===== config.mk =====
export PLATFORM = sky130hd
export DESIGN_NAME = debounce_boton
export DESIGN_NICKNAME = d
export VERILOG_FILES = /design/src/rtl/pkg_top_pulsos.sv /design/src/rtl/sync_ff_chain.sv /design/src/rtl/debounce_boton.sv
export SDC_FILE = /design/constraint.sdc
export NUM_CORES = 1
export LEC_CHECK = 0
export CORE_AREA = 2 2 39 41
export DETAILED_ROUTE_END_ITERATION = 6
export DIE_AREA = 0 0 41 43
export SLEW_MARGIN = 20
export SYNTH_ARGS = -nofsm -noshare
export SYNTH_HDL_FRONTEND = slang
export SYNTH_HIERARCHICAL = 1
export SYNTH_SLANG_ARGS = --single-unit

===== constraint.sdc =====
create_clock -name clk_i -period 1.5 [get_ports clk_i]
set_input_delay 0.15 -clock clk_i [delete_from_list [all_inputs] [get_ports clk_i]]
set_output_delay 0.15 -clock clk_i [all_outputs]
set_load 0.01 [all_outputs]

===== src/rtl/pkg_top_pulsos.sv =====
// Shared pulse-chain definitions.
// Idle level, debounce states and bench window size.
package pkg_top_pulsos;

  localparam logic DETECTED_SLOPE = 1'b1;

  localparam int DEBOUNCE_CYCLES_SIM = 4;

  typedef enum logic {
    IDLE,
    CHECK
  } debounce_state_e;

endpackage


===== src/rtl/sync_ff_chain.sv =====
// Flop chain synchronizer for one asynchronous input.
// Reusable for any pin that enters the clock domain.
module sync_ff_chain #(
  parameter int   STAGES  = 2,
  parameter logic RST_VAL = 1'b0
) (
  input  logic clk_i,
  input  logic rst_n_i,
  input  logic d_i,
  output logic q_o
);

  logic [STAGES-1:0] ff_q;

  // plain shift chain, nothing between stages
  always_ff @(posedge clk_i or negedge rst_n_i) begin
    if (!rst_n_i) begin
      ff_q <= {STAGES{RST_VAL}};
    end else begin
      ff_q <= {ff_q[STAGES-2:0], d_i};
    end
  end

  assign q_o = ff_q[STAGES-1];

endmodule


===== src/rtl/debounce_boton.sv =====
// Push-button debouncer: synchronizer plus stability FSM.
// Output flips only after a new level holds for the full window.
module debounce_boton
  import pkg_top_pulsos::*;
#(
  parameter int DEBOUNCE_CYCLES = 4,
  parameter int SYNC_STAGES     = 2
) (
  input  logic clk_i,
  input  logic rst_n_i,
  input  logic button_i,
  output logic button_o,
  output logic busy_o
);

  localparam int CNT_W = $clog2(DEBOUNCE_CYCLES + 1);
  localparam logic IDLE_LVL = ~DETECTED_SLOPE;
  // the IDLE cycle that spots the change is the first
  // qualifying clock, so CHECK commits one count early
  localparam logic [CNT_W-1:0] CNT_LAST =
    CNT_W'(DEBOUNCE_CYCLES - 1);

  logic             sync_s;
  debounce_state_e  state_q, state_d;
  logic [CNT_W-1:0] cnt_q, cnt_d;
  logic             btn_q, btn_d;

  sync_ff_chain #(
    .STAGES  (SYNC_STAGES),
    .RST_VAL (IDLE_LVL)
  ) u_sync (
    .clk_i   (clk_i),
    .rst_n_i (rst_n_i),
    .d_i     (button_i),
    .q_o     (sync_s)
  );

  // state, count and debounced level registers
  always_ff @(posedge clk_i or negedge rst_n_i) begin
    if (!rst_n_i) begin
      state_q <= IDLE;
      cnt_q   <= '0;
      btn_q   <= IDLE_LVL;
    end else begin
      state_q <= state_d;
      cnt_q   <= cnt_d;
      btn_q   <= btn_d;
    end
  end

  // qualify a level change; any bounce back restarts
  always_comb begin
    state_d = state_q;
    cnt_d   = cnt_q;
    btn_d   = btn_q;
    case (state_q)
      IDLE: begin
        cnt_d = '0;
        if (sync_s != btn_q) begin
          state_d = CHECK;
          cnt_d   = CNT_W'(1);
        end
      end
      CHECK: begin
        if (sync_s == btn_q) begin
          state_d = IDLE;
          cnt_d   = '0;
        end else if (cnt_q >= CNT_LAST) begin
          btn_d   = ~btn_q;
          state_d = IDLE;
          cnt_d   = '0;
        end else begin
          cnt_d = cnt_q + CNT_W'(1);
        end
      end
      default: begin
        state_d = IDLE;
        cnt_d   = '0;
      end
    endcase
  end

  assign button_o = btn_q;
  assign busy_o   = (state_q == CHECK);

endmodule


==> impl_results.md, run 1 <==
- NumNets Final: 36
- DRC violations left: 0
- Initial antenna violation count: 0
- YS warnings: 6
- Port bufs: 4
- Power Dens Cells: ~1900 nW/um2
- First-pass GRT wire length: around 700 um
- Max-slew violation count: 0
- Seq. cell area: 175 um2
- Core area: between 1000 and 1500 um2
- Final WS setup: -0.0159 ns
- Crit end category: register
- Mapped Avg Cell Area: 13.4 um2
- Final Cycle Share: 1.01
- Initial Util: 0.203
- Worst Skew: 0.00492 ns
- Iteration count of the initial detailed-routing pass: 2
- CP Data Required Time: between 1.5 and 2 ns
- CTS hold repair buffers: 0
- Crit-path slowest cell: dfrtp_1
- Worst skew pair latency: around 0.25 ns
- Largest net degree at the start of global routing: 8
- Sequential share of the synthesized area: 0.622
- Die area: 1760 um2
- Netlist Area Pre-Place: between 200 and 300 um2
- Post-DP HPWL: between 300 and 400 um
- Worst Path Arrival: approximately 1.7 ns
- Clk buf depth: 2
- Vias in the first global route: between 150 and 200
- Area Overhead vs Synth: 40.0%
- Netlist cell types: 11
- Antenna viol nets, final: 0
- CP Buf/Inv Count: 0
- Inst Count DP: 42
- Antenna cells: 0
- Sink Count: 7
- Worst-path clk slew: ~0.050 ns
- Post-Synthesis Cells: 21
- I/O pin cnt: 5
- Failing checks: negative setup slack
- WL final: around 410 um
- Vias: 170
- Crit Path Max Fanout: 3
- CTS tree: built
- Max-Cap Viols: 0
- Non-filler cells, final: 46
- Crit-path cells: ha_2 > ha_4 > a211o_1 > or3b_1 > nor2_1
- Commonest non-fill, non-tap cell in the layout: dfrtp_1
- Fmax: roughly 660 MHz
- Final setup fails: 2
- Post-synth top area cell: dfrtp_1
- Outcome: finished, violations left
- Die H: 43 um
- GP Congestion: between 0.5 and 0.6
- WL/cell: between 8 and 9 um
- Max_slew headroom: 0.800
- Vias per inst: approximately 3.7
- Rows: 14
- Gr ovfl total: 0
- Area contributors post-synth: dfrtp_1 (62%), ha_1 (8.9%), xnor2_2 (5.8%)
- Layout filler cell count: 138
- Hold crit path type: input pin to asynchronous set/reset pin
- Gr usage total: 0.0669
- Layout cells sized above 1: 0.300
- Drt initial violations: 4
- Levels on crit path: 5
- Final instance area: 394 um2
- Worst R2R Path Depth: 5
- Multi-input gate area: around 120 um2
- Overall Power: approximately 750 uW
- Reg2Reg Setup Slack: -0.02 ns
- Leak: about 0.00018 uW
- Measured slew at the worst slew-check pin: 0.299 ns
- Unrepaired setup endpoints after global routing: true
- Root buffer cell: clkbuf_4
- Flops & latches, synth: 7
- Final hold vios: 0
- H-tree level count: 1
- Most frequent cells in the layout: dfrtp_1 (7), clkdlybuf4s50_1 (4), clkbuf_4 (3)
- IR drop worst, VDD: a little under 0.6 mV
- Crit path kind: register to register
- Max incr delay on CP: about 0.38 ns
- Fin crit period: 1.52 ns
- Die W: slightly above 40 um
- Placed Area: about 350 um2
- Num CTS Buffers: 3
- Top cell type's share of synthesized area: 0.622
- Crit path max-delay family: simple AND/OR/NAND/NOR gates
- Setup crit start kind: register
- Synthesized net count: 26
[Yosys cell counts]
library cell / number
a211o_1: 1
a21oi_1: 2
dfrtp_1: 7
ha_1: 2
inv_1: 2
mux2_2: 1
nand2_1: 1
nor2_1: 2
or3_2: 1
or3b_1: 1
xnor2_2: 1
[report_power, final]
group / switching [uW] / leakage, uW / total, uW / internal, uW
Sequential: 50.2 / 0.0000869 / 298 / 248
Combinational: 108 / 0.0000809 / 282 / 174
Clock: 67.3 / 0.0000150 / 169 / 101
Total: 226 / 0.000183 / 749 / 523
[cell families (layout without fill, tap and decap cells)]
kind of cell / count (synthesis) / count (layout) / synth area share
AO/OA/AOI/OAI: 3 / 3 / 0.0667
AND/OR/NAND/NOR: 5 / 5 / 0.0978
XOR/XNOR: 1 / 1 / 0.0578
adder cells (fa/ha/maj): 2 / 2 / 0.0889
flip-flops: 7 / 7 / 0.622
multiplexers: 1 / 1 / 0.0400
buffers and inverters: 2 / 11 / 0.0267
[flip-flops by register name, summed over array words and instances, names as in the netlist]
signal / cells
u_sync/ff_q: 2
button_o: 1
busy_o: 1
cnt_q: 3
[worst paths after layout]
| kind | start | endpoint |
|---|---|---|
| max | cnt_q[1] | cnt_q[1] |
| min | rst_n_i | u_sync/ff_q[1] |
| max reg2reg | cnt_q[1] | cnt_q[1] |
| min reg2reg | u_sync/ff_q[0] | u_sync/ff_q[1] |
| max in group asynchronous | rst_n_i | cnt_q[0] |
| min in group clk_i | button_i | u_sync/ff_q[0] |
[cell type report]
class,count,area share
Clock buffer,4,0.0667
Tap cell,16,0.0508
Sequential cell,7,0.444
Inverter,2,0.0190
Timing Repair Buffer,5,0.121
Multi-Input combinational cell,12,0.298
[worst register-to-register path, stage by stage, from the launching register on]
cell	delay, ns
dfrtp_1	0.38
ha_2	0.20
ha_4	0.15
a211o_1	0.26
or3b_1	0.37
nor2_1	0.10
[repair_timing]
item,4_1_cts,5_1_grt
buffers inserted,0,0
gates resized for setup,1,2
pin swaps,4,1
endpoints found under the setup margin,3,3
[per-stage QoR]
stage	setup slack (ns)	hold slack, ns	setup TNS, ns	util
after detailed placement	-0.0743	0.350	-0.145	0.254
after global routing	-0.0993	0.156	-0.246	0.285
final	-0.0159	0.149	-0.0235	0.285
after global placement	-0.0292	0.341	-0.0449	0.254
after CTS	-0.0684	0.148	-0.176	0.275
after floorplan	0.00373	-0.146	0	-
[metal layers]
metal  vias to the layer above  track usage  part of all wire
li1                         87            -                 -
met1                        78       0.0530              0.45
met2                         5        0.100              0.47
met4                         0       0.0600                 0
met3                         0       0.0471             0.081
met5                         -            0                 0
No activity file was read; power rests on OpenSTA's default activity.
==> run 2, diff against run 1 <==
--- a/config.mk
+++ b/config.mk
@@ -8,7 +8,7 @@
 export CORE_AREA = 2 2 39 41
 export DETAILED_ROUTE_END_ITERATION = 6
 export DIE_AREA = 0 0 41 43
-export SLEW_MARGIN = 20
+export SLEW_MARGIN = 40
 export SYNTH_ARGS = -nofsm -noshare
 export SYNTH_HDL_FRONTEND = slang
 export SYNTH_HIERARCHICAL = 1
==> results of run 2 <==
Same layout as run 1: the final DEF is identical, and so are final timing and power.
